`config.mk`:
```
export PLATFORM = sky130hd
export DESIGN_NAME = pcm_ahb_writer
export DESIGN_NICKNAME = d
export VERILOG_FILES = /design/src/rtl/ahb_pkg.sv /design/src/rtl/pcm_word_fifo.sv /design/src/rtl/pcm_ahb_writer.sv
export SDC_FILE = /design/constraint.sdc
export NUM_CORES = 1
export LEC_CHECK = 0
export ABC_AREA = 1
export CORE_ASPECT_RATIO = 0.8
export CORE_MARGIN = 3
export CORE_UTILIZATION = 59
export DETAILED_ROUTE_END_ITERATION = 6
export PLACE_DENSITY = 0.95
export SLEW_MARGIN = 20
export SYNTH_ARGS = -nofsm -noshare
export SYNTH_HDL_FRONTEND = slang
export SYNTH_SLANG_ARGS = --single-unit
```
`constraint.sdc`:
```
create_clock -name HCLK -period 9.3 [get_ports HCLK]
set_input_delay 1.86 -clock HCLK [delete_from_list [all_inputs] [get_ports HCLK]]
set_output_delay 1.86 -clock HCLK [all_outputs]
set_load 0.02 [all_outputs]
```
`src/rtl/ahb_pkg.sv`:
```
// Shared AHB-Lite encodings, writer FSM states and the buffered PCM word layout.
// Latency: none (definitions only).
// Backpressure: not applicable.
package ahb_pkg;

    localparam logic [1:0] HTRANS_IDLE     = 2'b00;
    localparam logic [1:0] HTRANS_NONSEQ   = 2'b10;
    localparam logic [2:0] HSIZE_WORD      = 3'b010;
    localparam logic [2:0] HBURST_SINGLE   = 3'b000;
    localparam logic [3:0] HPROT_DATA_PRIV = 4'b0011;

    // Writer FSM: one data word per ADDR/DATA pair, plus a trailing STOP write.
    typedef enum logic [2:0] {
        IDLE,
        ADDR,
        DATA,
        STOP_ADDR_PH,
        STOP_DATA_PH
    } wr_state_t;

    // One buffered word: stereo sample plus end-of-stream marker (33 bits).
    typedef struct packed {
        logic        last;
        logic [31:0] data;
    } pcm_word_t;

    // Left channel goes in the upper half-word.
    function automatic logic [31:0] pack_sample(input logic [15:0] left, input logic [15:0] right);
        return {left, right};
    endfunction

endpackage

```
`src/rtl/pcm_word_fifo.sv`:
```
// Small synchronous FIFO holding packed PCM words for the AHB writer.
// Latency: a pushed word is visible at the head after one clock edge.
// Backpressure: push ignored when full, pop ignored when empty; full/empty exported.
module pcm_word_fifo #(
    parameter int DEPTH = 4,
    parameter int WIDTH = 33
) (
    input  logic             HCLK,
    input  logic             HRESET,
    input  logic             push_i,
    input  logic [WIDTH-1:0] wdata_i,
    input  logic             pop_i,
    output logic [WIDTH-1:0] rdata_o,
    output logic             full_o,
    output logic             empty_o
);

    localparam int AW = (DEPTH > 1) ? $clog2(DEPTH) : 1;
    localparam logic [AW:0] FULL_CNT = DEPTH[AW:0];

    logic [WIDTH-1:0] mem_q [DEPTH];
    logic [AW-1:0]    wr_ptr_q, rd_ptr_q;
    logic [AW:0]      count_q;
    logic             push_ok, pop_ok;

    assign full_o  = (count_q == FULL_CNT);
    assign empty_o = (count_q == '0);
    assign push_ok = push_i && !full_o;
    assign pop_ok  = pop_i && !empty_o;
    assign rdata_o = mem_q[rd_ptr_q];

    // Storage array; contents are don't-care after reset since count gates reads.
    always_ff @(posedge HCLK) begin
        if (push_ok) begin
            mem_q[wr_ptr_q] <= wdata_i;
        end
    end

    // Pointers wrap naturally (power-of-two depth); simultaneous push+pop keeps count.
    always_ff @(posedge HCLK or posedge HRESET) begin
        if (HRESET) begin
            wr_ptr_q <= '0;
            rd_ptr_q <= '0;
            count_q  <= '0;
        end else begin
            if (push_ok) wr_ptr_q <= wr_ptr_q + 1'b1;
            if (pop_ok)  rd_ptr_q <= rd_ptr_q + 1'b1;
            case ({push_ok, pop_ok})
                2'b10:   count_q <= count_q + 1'b1;
                2'b01:   count_q <= count_q - 1'b1;
                default: count_q <= count_q;
            endcase
        end
    end

endmodule

```
`src/rtl/pcm_ahb_writer.sv`:
```
// Streams stereo PCM samples into single AHB word writes, then one STOP write at end of stream.
// Latency: sample accepted at edge k shows HTRANS=NONSEQ after edge k+1; 3 cycles per word at zero wait.
// Backpressure: s_ready drops when the word FIFO is full or a final sample awaits its STOP write.
module pcm_ahb_writer
    import ahb_pkg::*;
#(
    parameter logic [31:0] DATA_ADDR  = 32'h4000_0014,
    parameter logic [31:0] STOP_ADDR  = 32'h4000_0004,
    parameter int          FIFO_DEPTH = 4
) (
    input  logic        HCLK,
    input  logic        HRESET,
    input  logic        s_valid,
    output logic        s_ready,
    input  logic [15:0] s_left,
    input  logic [15:0] s_right,
    input  logic        s_last,
    output logic [31:0] HADDR,
    output logic [1:0]  HTRANS,
    output logic        HWRITE,
    output logic [2:0]  HSIZE,
    output logic [2:0]  HBURST,
    output logic [3:0]  HPROT,
    output logic [31:0] HWDATA,
    input  logic        HREADY,
    input  logic        HRESP,
    output logic        busy,
    output logic        err
);

    wr_state_t   state_q, state_d;
    logic [31:0] haddr_q, haddr_d;
    logic [1:0]  htrans_q, htrans_d;
    logic [31:0] hwdata_q, hwdata_d;
    pcm_word_t   word_q, word_d;
    logic        last_seen_q, last_seen_d;
    logic        err_q, err_d;

    logic        push, pop;
    logic        fifo_full, fifo_empty;
    pcm_word_t   fifo_wdata, fifo_rdata;

    // No new samples once the final one is in, until its STOP write has finished.
    assign s_ready    = !HRESET && !fifo_full && !last_seen_q;
    assign push       = s_valid && s_ready;
    assign fifo_wdata = {s_last, pack_sample(s_left, s_right)};

    pcm_word_fifo #(
        .DEPTH (FIFO_DEPTH),
        .WIDTH ($bits(pcm_word_t))
    ) u_fifo (
        .HCLK    (HCLK),
        .HRESET  (HRESET),
        .push_i  (push),
        .wdata_i (fifo_wdata),
        .pop_i   (pop),
        .rdata_o (fifo_rdata),
        .full_o  (fifo_full),
        .empty_o (fifo_empty)
    );

    // Next-state and registered-output logic for the single-outstanding-transfer master.
    always_comb begin
        state_d     = state_q;
        haddr_d     = haddr_q;
        htrans_d    = htrans_q;
        hwdata_d    = hwdata_q;
        word_d      = word_q;
        err_d       = err_q;
        last_seen_d = last_seen_q;
        pop         = 1'b0;

        if (push && s_last) begin
            last_seen_d = 1'b1;
        end

        case (state_q)
            IDLE: begin
                if (!fifo_empty) begin
                    pop      = 1'b1;
                    word_d   = fifo_rdata;
                    haddr_d  = DATA_ADDR;
                    htrans_d = HTRANS_NONSEQ;
                    state_d  = ADDR;
                end
            end
            ADDR: begin
                if (HREADY) begin
                    htrans_d = HTRANS_IDLE;
                    hwdata_d = word_q.data;
                    state_d  = DATA;
                end
            end
            DATA: begin
                if (HREADY) begin
                    if (HRESP) err_d = 1'b1;
                    if (word_q.last) begin
                        haddr_d  = STOP_ADDR;
                        htrans_d = HTRANS_NONSEQ;
                        state_d  = STOP_ADDR_PH;
                    end else begin
                        state_d  = IDLE;
                    end
                end
            end
            STOP_ADDR_PH: begin
                if (HREADY) begin
                    htrans_d = HTRANS_IDLE;
                    hwdata_d = 32'h0;
                    state_d  = STOP_DATA_PH;
                end
            end
            STOP_DATA_PH: begin
                if (HREADY) begin
                    if (HRESP) err_d = 1'b1;
                    last_seen_d = 1'b0;
                    state_d     = IDLE;
                end
            end
            default: state_d = IDLE;
        endcase
    end

    // State and bus-output registers; reset drops any in-flight transfer without a STOP.
    always_ff @(posedge HCLK or posedge HRESET) begin
        if (HRESET) begin
            state_q     <= IDLE;
            haddr_q     <= '0;
            htrans_q    <= HTRANS_IDLE;
            hwdata_q    <= '0;
            word_q      <= '0;
            last_seen_q <= 1'b0;
            err_q       <= 1'b0;
        end else begin
            state_q     <= state_d;
            haddr_q     <= haddr_d;
            htrans_q    <= htrans_d;
            hwdata_q    <= hwdata_d;
            word_q      <= word_d;
            last_seen_q <= last_seen_d;
            err_q       <= err_d;
        end
    end

    assign HADDR  = haddr_q;
    assign HTRANS = htrans_q;
    assign HWDATA = hwdata_q;
    assign HWRITE = 1'b1;
    assign HSIZE  = HSIZE_WORD;
    assign HBURST = HBURST_SINGLE;
    assign HPROT  = HPROT_DATA_PRIV;
    assign err    = err_q;
    assign busy   = (state_q != IDLE) || !fifo_empty;

endmodule

```
==> results of run 1 <==
report_power, final:
part,switching [mW],internal [mW],leakage [nW]
clock network,0.342,0.450,0.313
logic,0.880,0.421,1.54
registers,0.0861,1.21,2.19
synthesized netlist by cell type (2+ instances only):
library cell,number
nand4_1,2
o21ai_0,107
buf_8,2
clkbuf_1,13
nand2_1,71
nand3_1,10
xor2_1,3
nand2_2,16
a21oi_1,2
o21ai_1,42
buf_12,2
nor2_1,142
ha_1,5
nor2_2,2
conb_1,2
inv_2,5
edfxtp_1,132
inv_1,51
buf_2,16
buf_4,45
dfrtp_1,80
o21ai_2,20
layer usage:
| layer | track usage [%] | part of all wire [%] | vias up |
|---|---|---|---|
| li1 | - | - | 2643 |
| met5 | 0 | 0.12 | - |
| met4 | 7.60 | 2.7 | 4 |
| met1 | 32.2 | 40 | 2792 |
| met2 | 36.3 | 48 | 320 |
| met3 | 6.15 | 9.9 | 52 |
final timing paths:
| check | from | endpoint | slack (ps) | cells after the start |
|---|---|---|---|---|
| worst max-delay path | HRESET | s_ready | 4330 | 5 |
| worst min register to register | u_fifo.count_q[0] | u_fifo.count_q[0] | 470 | 1 |
| min in group asynchronous | HRESET | u_fifo.count_q[0] | 2050 | 3 |
| max in group asynchronous | HRESET | u_fifo.rd_ptr_q[0] | 6580 | 3 |
| worst min-delay path | u_fifo.count_q[0] | u_fifo.count_q[0] | 470 | 1 |
| worst max register to register | state_q[1] | u_fifo.count_q[2] | 6520 | 11 |
cells by family after synthesis:
| logic type | share of synthesized area, % |
|---|---|
| AOI/OAI and AO/OA | 10.8 |
| other | 0.0853 |
| buffers and inverters | 8.73 |
| DFF | 67.8 |
| and+or+nand+nor | 11.3 |
| xor gates and xnor gates | 0.398 |
| adders and majority gates | 0.938 |
area by class of cell:
class                           instances  area, µm²
Sequential cell                       212       5970
Fill cell                             920       4360
Multi-Input combinational cell        469       2230
Timing Repair Buffer                   83        813
Clock buffer                           26        554
Tap cell                              184        230
Inverter                               57        216
Clock inverter                         11       77.6
state kept, by name (all words and copies together), names as in the netlist:
name             count
HADDR                2
state_q              3
last_seen_q          1
word_q              33
u_fifo.count_q       3
err                  1
HWDATA              32
u_fifo.rd_ptr_q      2
u_fifo.wr_ptr_q      2
u_fifo.mem_q       132
HTRANS               1
per-stage QoR:
step | hold WS [ps] | std cells | setup slack [ps] | total power [mW]
2_1_floorplan | 437 | 818 | 3440 | 2.22
5_1_grt | 499 | 1042 | 4220 | 3.57
3_5_place_dp | 467 | 1005 | 4330 | 2.56
6_report | 467 | 1042 | 4330 | 3.39
4_1_cts | 472 | 1042 | 4320 | 3.38
3_3_place_gp | 450 | 1005 | 4350 | 2.47
==> impl_metrics.env, run 1 <==
export IMPL_peakVddDrop_uv=207
export IMPL_antenna_left=0
export IMPL_worstSetupEndpointType="output port"
export IMPL_cp_max_fo=2
export IMPL_fin_crit_sh_pct=53.4
export IMPL_synth_warnings=0
export IMPL_status="complete, no violations"
export IMPL_cts_tree="built"
export IMPL_rsz0062_at_grt="no"
export IMPL_synthTopCellsByArea="edfxtp_1 45%, dfrtp_1 23%, o21ai_0 6.1%, nor2_1 6.1%, buf_4 3.8%"
export IMPL_p_per_area_nw_per_um2=336
export IMPL_gp_congestion=0.822
export IMPL_placement_io_buffers=76
export IMPL_async_flop_share_pct=37.7
export IMPL_arrival_ps=3110
export IMPL_clockBufferDepth=3
export IMPL_crit_slowest_cell="clkdlybuf4s50_1"
export IMPL_finalSetupViolations=0
export IMPL_finalMaxSlewViolations=0
export IMPL_crit_chain="clkdlybuf4s50_1 > inv_2 > nand2_1 > nor2_1 > clkdlybuf4s50_1"
export IMPL_ctsResizeCount=0
export IMPL_grt_pass1_vias=5500
export IMPL_root_buffer="clkbuf_16"
export IMPL_cp_required_ps=7440
export IMPL_placed_cell_area_um2=9450
export IMPL_cts_sinks=212
export IMPL_critPathTopFamily="buffers and inverters"
export IMPL_start_util_pct=60.9
export IMPL_worst_path_most_repeated_cell="clkdlybuf4s50_1"
export IMPL_num_vias=5811
export IMPL_numCtsBuffers=21
export IMPL_yosysSeqAreaShare_pct=67.8
export IMPL_synth_area_um2=8800
export IMPL_drive_gt1_share_pct=10.4
export IMPL_die_w_um=143
export IMPL_dominantRegCellSynth="edfxtp_1"
export IMPL_max_slew_margin_pct=29.7
export IMPL_ys_ff_latch=212
export IMPL_place_hpwl_um=10800
export IMPL_final_cell_mix="138 x nor2_1, 132 x edfxtp_1, 107 x o21ai_0, 79 x dfrtp_1, 76 x clkdlybuf4s50_1"
export IMPL_via_per_inst=5.58
export IMPL_first_pass_iters=5
export IMPL_period_minus_slack_ps=4970
export IMPL_rows=39
export IMPL_synth_top_cell_by_area="edfxtp_1"
export IMPL_grt_ovfl_total=0
export IMPL_dieArea_um2=16400
export IMPL_grt_pass1_wl_um=29500
export IMPL_skew_ps=17.7
export IMPL_grt_max_degree=81
export IMPL_final_common_cell="nor2_1"
export IMPL_routedWlPerCell_um=18.6
export IMPL_yosysTopAreaCellShare_pct=45.0
export IMPL_antenna_cells=0
export IMPL_track_usage_pct=23.2
export IMPL_htree_levels=1
export IMPL_cp_slowest_stage_delay_ps=600
export IMPL_start_kind="input pin"
export IMPL_netlist_instances=779
export IMPL_wl_um=19400
export IMPL_hold_viol_final=0
export IMPL_worst_pin_slew_ps=1050
export IMPL_drt_iter0_drc=719
export IMPL_hp_class="reg -> reg"
export IMPL_clkLatencyLatePin_ps=510
export IMPL_die_y_um=115
export IMPL_critPathKind="in -> out"
export IMPL_antenna_found_initial=2
export IMPL_drc_errors=0
export IMPL_cts_setup_buffers=0
export IMPL_finalCoreUtilization_pct=69.8
export IMPL_drv_cap=0
export IMPL_path_clk_slew_ps=60
export IMPL_path_buf_inv=3
export IMPL_core_area_um2=14400
export IMPL_clock_fmax_mhz=201
export IMPL_ys_types=31
export IMPL_io_pins=118
export IMPL_design_area_um2=10100
export IMPL_syn2layout_area_growth_pct=14.6
export IMPL_leakagePower_nw=4.04
export IMPL_synth_edff_count=132
export IMPL_hold_buffers=0
export IMPL_fin_tns_setup_ps=0
export IMPL_layout_nets=888
export IMPL_syn_avg_cell_area_um2=11.3
(Power assumes the default switching activity.)
==> run 2: changes to the inputs <==
--- a/config.mk
+++ b/config.mk
@@ -8,9 +8,9 @@
 export ABC_AREA = 1
 export CORE_ASPECT_RATIO = 0.8
 export CORE_MARGIN = 3
-export CORE_UTILIZATION = 59
+export CORE_UTILIZATION = 50
 export DETAILED_ROUTE_END_ITERATION = 6
-export PLACE_DENSITY = 0.95
+export PLACE_DENSITY = 0.88
 export SLEW_MARGIN = 20
 export SYNTH_ARGS = -nofsm -noshare
 export SYNTH_HDL_FRONTEND = slang
==> constraint.sdc (replaced) <==
create_clock -name HCLK -period 4 [get_ports HCLK]
set_input_delay 0.8 -clock HCLK [delete_from_list [all_inputs] [get_ports HCLK]]
set_output_delay 0.8 -clock HCLK [all_outputs]
set_load 0.02 [all_outputs]
==> run 2 against run 1 <==
Clock power up 130%; critical path depth did not move; first-iteration DRC count is 21% lower; global-route usage fell by 5.4 points; via count is 3.4% lower; worst setup slack worse by 3200 ps; power is 130% higher; hold slack better by 3.8 ps; core utilization is 9.9 points lower; clock skew is 4.7 ps lower.
==> impl_metrics.env, run 2 (synthesis gave the netlist of run 1 again) <==
export IMPL_cts_tree="built"
export IMPL_worst_hold_slack_ps=471
export IMPL_cts_setup_buffers=0
export IMPL_layout_nets=891
export IMPL_p_per_area_nw_per_um2=760
export IMPL_rows=42
export IMPL_finalMaxSlewViolations=0
export IMPL_wl_um=17500
export IMPL_largest_reg_flops=132
export IMPL_hp_class="reg -> reg"
export IMPL_via_per_inst=5.19
export IMPL_first_pass_iters=5
export IMPL_worst_path_most_repeated_cell="clkdlybuf4s50_1"
export IMPL_clockBufferDepth=3
export IMPL_antenna_cells=0
export IMPL_worstSetupEndpointType="output port"
export IMPL_path_clk_slew_ps=60
export IMPL_start_kind="input pin"
export IMPL_final_cell_mix="138 x nor2_1, 132 x edfxtp_1, 107 x o21ai_0, 79 x dfrtp_1, 76 x clkdlybuf4s50_1"
export IMPL_max_slew_margin_pct=29.3
export IMPL_status="complete, no violations"
export IMPL_crit_slowest_cell="clkdlybuf4s50_1"
export IMPL_crit_chain="clkdlybuf4s50_1 > inv_2 > nand2_1 > nor2_1 > clkdlybuf4s50_1"
export IMPL_grt_use_met1_pct=25.9
export IMPL_fin_crit_sh_pct=70.9
export IMPL_cp_required_ps=3200
export IMPL_place_hpwl_um=10600
export IMPL_largest_register="u_fifo.mem_q"
export IMPL_hold_buffers=0
export IMPL_placement_io_buffers=76
export IMPL_gp_congestion=0.787
export IMPL_period_minus_slack_ps=2840
export IMPL_clock_fmax_mhz=353
export IMPL_drt_iter0_drc=570
export IMPL_leakagePower_nw=4.05
export IMPL_grt_busiest_layer="met2"
export IMPL_num_vias=5613
export IMPL_rr_worst_depth=9
export IMPL_arrival_ps=2040
export IMPL_worstSetupPathDepth=5
export IMPL_die_w_um=154
export IMPL_syn2layout_area_growth_pct=15.2
export IMPL_dieArea_um2=19200
export IMPL_drv_cap=0
export IMPL_core_area_um2=16900
export IMPL_routedWlPerCell_um=16.2
export IMPL_critPathTopFamily="buffers and inverters"
export IMPL_io_pins=118
export IMPL_cp_slowest_stage_delay_ps=600
export IMPL_skew_ps=13.0
export IMPL_ctsResizeCount=0
export IMPL_grt_max_degree=81
export IMPL_htree_levels=1
export IMPL_finalSetupViolations=0
export IMPL_track_usage_pct=17.8
export IMPL_drive_gt1_share_pct=10.6
export IMPL_clkLatencyLatePin_ps=500
export IMPL_peakVddDrop_uv=408
export IMPL_cts_sinks=212
export IMPL_drc_errors=0
export IMPL_numCtsBuffers=21
export IMPL_rsz0062_at_grt="no"
export IMPL_grtUsageMet2_pct=26.8
export IMPL_hold_depth=1
export IMPL_fill_cells=1280
export IMPL_critPathKind="in -> out"
export IMPL_grt_pass1_vias=5230
export IMPL_final_common_cell="nor2_1"
export IMPL_antenna_found_initial=2
export IMPL_root_buffer="clkbuf_16"
export IMPL_fin_tns_setup_ps=0
export IMPL_path_buf_inv=3
export IMPL_start_util_pct=52.0
export IMPL_hold_viol_final=0
export IMPL_grt_use_met3_pct=4.45
export IMPL_grt_pass1_wl_um=27500
export IMPL_cp_max_fo=2
export IMPL_antenna_left=0
export IMPL_die_y_um=125
export IMPL_worst_pin_slew_ps=1060
export IMPL_grt_ovfl_total=0
==> run 2: cell count changes in the layout (fill, tap and decap cells not counted), sizes merged <==
cell	before	now
buf	7	10
clkbuf	26	27
clkinv	9	8
==> run 2: path summary, 6_finish.rpt <==
| check | start | to | slack (ps) |
|---|---|---|---|
| worst min register to register | u_fifo.count_q[0] | u_fifo.count_q[0] | 470 |
| worst max-delay path | HRESET | s_ready | 1160 |
| max in group asynchronous | HRESET | u_fifo.rd_ptr_q[0] | 2330 |
| worst max register to register | u_fifo.count_q[0] | u_fifo.count_q[2] | 1760 |
| min in group asynchronous | HRESET | u_fifo.count_q[2] | 970 |
| worst min-delay path | u_fifo.count_q[0] | u_fifo.count_q[0] | 470 |
==> run 2: worst register-to-register path: cells and delay by family (launching register included) <==
kind / cells / cell delay [ps]
flip-flops: 1 / 390
AND/OR/NAND/NOR: 2 / 470
buffers and inverters: 2 / 190
XOR/XNOR: 1 / 150
AO/OA/AOI/OAI: 2 / 250
adder cells (fa/ha/maj): 2 / 670
==> run 2: report_power, final <==
part	internal [mW]	leakage, nW	switching [mW]
combinational	0.992	1.56	1.91
sequential	2.80	2.19	0.187
clock	1.03	0.309	0.779
==> run 2: per-stage QoR <==
stage	std cells	area [µm²]	power [mW]	setup WS (ps)	util, %
after floorplan	818	8950	5.16	260	-
final	1081	10100	7.70	1160	59.9
after global placement	1044	9520	5.79	1090	56.3
after global routing	1081	10100	8.20	1080	59.9
after detailed placement	1044	9520	5.91	1030	56.3
after CTS	1081	10100	7.75	1150	59.9
==> run 2: area by class of cell <==
type / count / area (µm²) / share of cell area, %
Sequential cell: 212 / 5970 / 58.8
Multi-Input combinational cell: 469 / 2220 / 21.9
Timing Repair Buffer: 86 / 836 / 8.24
Clock buffer: 27 / 548 / 5.40
Tap cell: 220 / 275 / 2.71
Inverter: 57 / 216 / 2.13
Clock inverter: 10 / 75.1 / 0.740
==> run 2: routing by layer <==
layer	share of wire (%)	up-vias
met3	9.1	42
met2	45	243
met4	2.1	2
li1	-	2651
met1	44	2675
met5	0.092	-
==> run 3: changes to the inputs <==
==> constraint.sdc (replaced) <==
create_clock -name HCLK -period 2.41 [get_ports HCLK]
set_input_delay 0.482 -clock HCLK [delete_from_list [all_inputs] [get_ports HCLK]]
set_output_delay 0.482 -clock HCLK [all_outputs]
set_load 0.02 [all_outputs]
==> run 3 against run 2 <==
Clock power up 82%; hold slack better by 2.1 ps; power up 71%; combinational power up 70%; sequential power up 66%; core utilization up 1.1 points; routed wire length up 0.63%.
==> impl_metrics.env, run 3 (synthesis gave the netlist of run 1 again) <==
export IMPL_status="complete, no violations"
export IMPL_ff2ff_setup_slack_ps=360
export IMPL_wl_um=17600
export IMPL_final_common_cell="nor2_1"
export IMPL_peakVddDrop_uv=663
export IMPL_hp_class="reg -> reg"
export IMPL_antenna_left=0
export IMPL_fin_tns_setup_ps=0
export IMPL_leakagePower_nw=4.13
export IMPL_worst_slack_ps=117
export IMPL_dieArea_um2=19200
export IMPL_syn2layout_area_growth_pct=17.4
export IMPL_arrival_ps=1810
export IMPL_worst_pin_slew_ps=966
export IMPL_cts_tree="built"
export IMPL_track_usage_pct=17.6
export IMPL_via_per_inst=5.20
export IMPL_path_clk_slew_ps=60
export IMPL_antenna_found_initial=1
export IMPL_routedWlPerCell_um=16.2
export IMPL_grt_pass1_wl_um=27400
export IMPL_core_area_um2=16900
export IMPL_drv_cap=0
export IMPL_first_pass_iters=7
export IMPL_rr_worst_depth=11
export IMPL_topRoutingLayerUsed="met5"
export IMPL_num_vias=5649
export IMPL_period_minus_slack_ps=2290
export IMPL_placement_io_buffers=76
export IMPL_cp_max_fo=3
export IMPL_place_hpwl_um=11000
export IMPL_critPathKind="reg -> out"
export IMPL_die_y_um=125
export IMPL_largest_reg_flops=132
export IMPL_fill_cells=1245
export IMPL_rows=42
export IMPL_start_util_pct=52.0
export IMPL_htree_levels=1
export IMPL_skew_ps=8.64
export IMPL_numCtsBuffers=21
export IMPL_gp_congestion=0.808
export IMPL_drt_iter0_drc=471
export IMPL_hold_viol_final=0
export IMPL_antenna_cells=0
export IMPL_hold_depth=1
export IMPL_final_cell_mix="138 x nor2_1, 132 x edfxtp_1, 107 x o21ai_0, 79 x dfrtp_1, 75 x clkdlybuf4s50_1"
export IMPL_min_to="u_fifo.count_q[0]"
export IMPL_grt_max_degree=81
export IMPL_power_mw=13.2
export IMPL_io_pins=118
export IMPL_met2WireLength_um=8020
export IMPL_finalMaxSlewViolations=0
export IMPL_drc_errors=0
export IMPL_clockBufferDepth=3
export IMPL_worst_hold_slack_ps=473
export IMPL_drive_gt1_share_pct=11.5
export IMPL_fin_crit_sh_pct=95.1
export IMPL_met3_length_um=1810
export IMPL_r2r_start="state_q[1]"
export IMPL_clock_fmax_mhz=436
export IMPL_dp_slack_ps=1.17
export IMPL_worstSetupEndpointType="output port"
export IMPL_largest_register="u_fifo.mem_q"
export IMPL_cts_setup_buffers=0
export IMPL_layout_nets=896
export IMPL_r2r_end="u_fifo.count_q[2]"
export IMPL_finalSetupViolations=0
export IMPL_m1WireLength_um=7400
export IMPL_max_slew_margin_pct=35.6
export IMPL_die_w_um=154
export IMPL_cts_sinks=212
export IMPL_cp_required_ps=1930
export IMPL_rsz0062_at_grt="no"
export IMPL_min_from="u_fifo.count_q[0]"
export IMPL_ctsResizeCount=1
export IMPL_start_kind="register"
export IMPL_hold_buffers=0
export IMPL_p_per_area_nw_per_um2=1280
export IMPL_clkLatencyLatePin_ps=500
export IMPL_grt_pass1_vias=5423
export IMPL_root_buffer="clkbuf_16"
export IMPL_grt_ovfl_total=0
## run 3: layout make-up
type	instances	area [µm²]	area share, %
timing repair buffer	91	935	9.05
clock inverter	12	134	1.30
tap	220	275	2.66
sequential	212	5970	57.8
clock buffer	26	574	5.56
inverter	57	220	2.13
multi-input combinational	469	2220	21.5
## run 3: metal layers
| metal | track usage [%] | vias up |
|---|---|---|
| met3 | 4.83 | 34 |
| met4 | 4.67 | 2 |
| met2 | 28.2 | 279 |
| met1 | 24.0 | 2674 |
| met5 | 0 | - |
| li1 | - | 2660 |
## run 3: worst max-delay path: stages (launching register included)
cell and delay (ps):
dfrtp_1 370, inv_1 90, nand3_1 110, nand2_1 60, nor2_1 80, clkdlybuf4s50_1 610
## run 3: how the worst max path moves through the flow
stage / start / endpoint / slack, ps
floorplan: HRESET / u_fifo.mem_q[0][0] / -290
global placement: HRESET / u_fifo.count_q[2] / 50
detailed placement: HRESET / u_fifo.count_q[2] / 1
CTS: u_fifo.count_q[0] / s_ready / 90
global route: u_fifo.count_q[0] / s_ready / 30
finish: u_fifo.count_q[0] / s_ready / 120
## run 3: where the power goes
group | internal, mW | leakage, nW | switching, mW
combinational | 1.72 | 1.59 | 3.21
clock | 2.01 | 0.352 | 1.29
sequential | 4.65 | 2.19 | 0.316
total | 8.38 | 4.13 | 4.82
## run 3: metrics by stage
step | cells | utilization [%] | area (µm²)
finish | 1087 | 61.0 | 10300
global route | 1087 | 61.0 | 10300
global placement | 1049 | 56.9 | 9620
floorplan | 818 | - | 8950
detailed placement | 1049 | 56.9 | 9620
CTS | 1087 | 61.0 | 10300
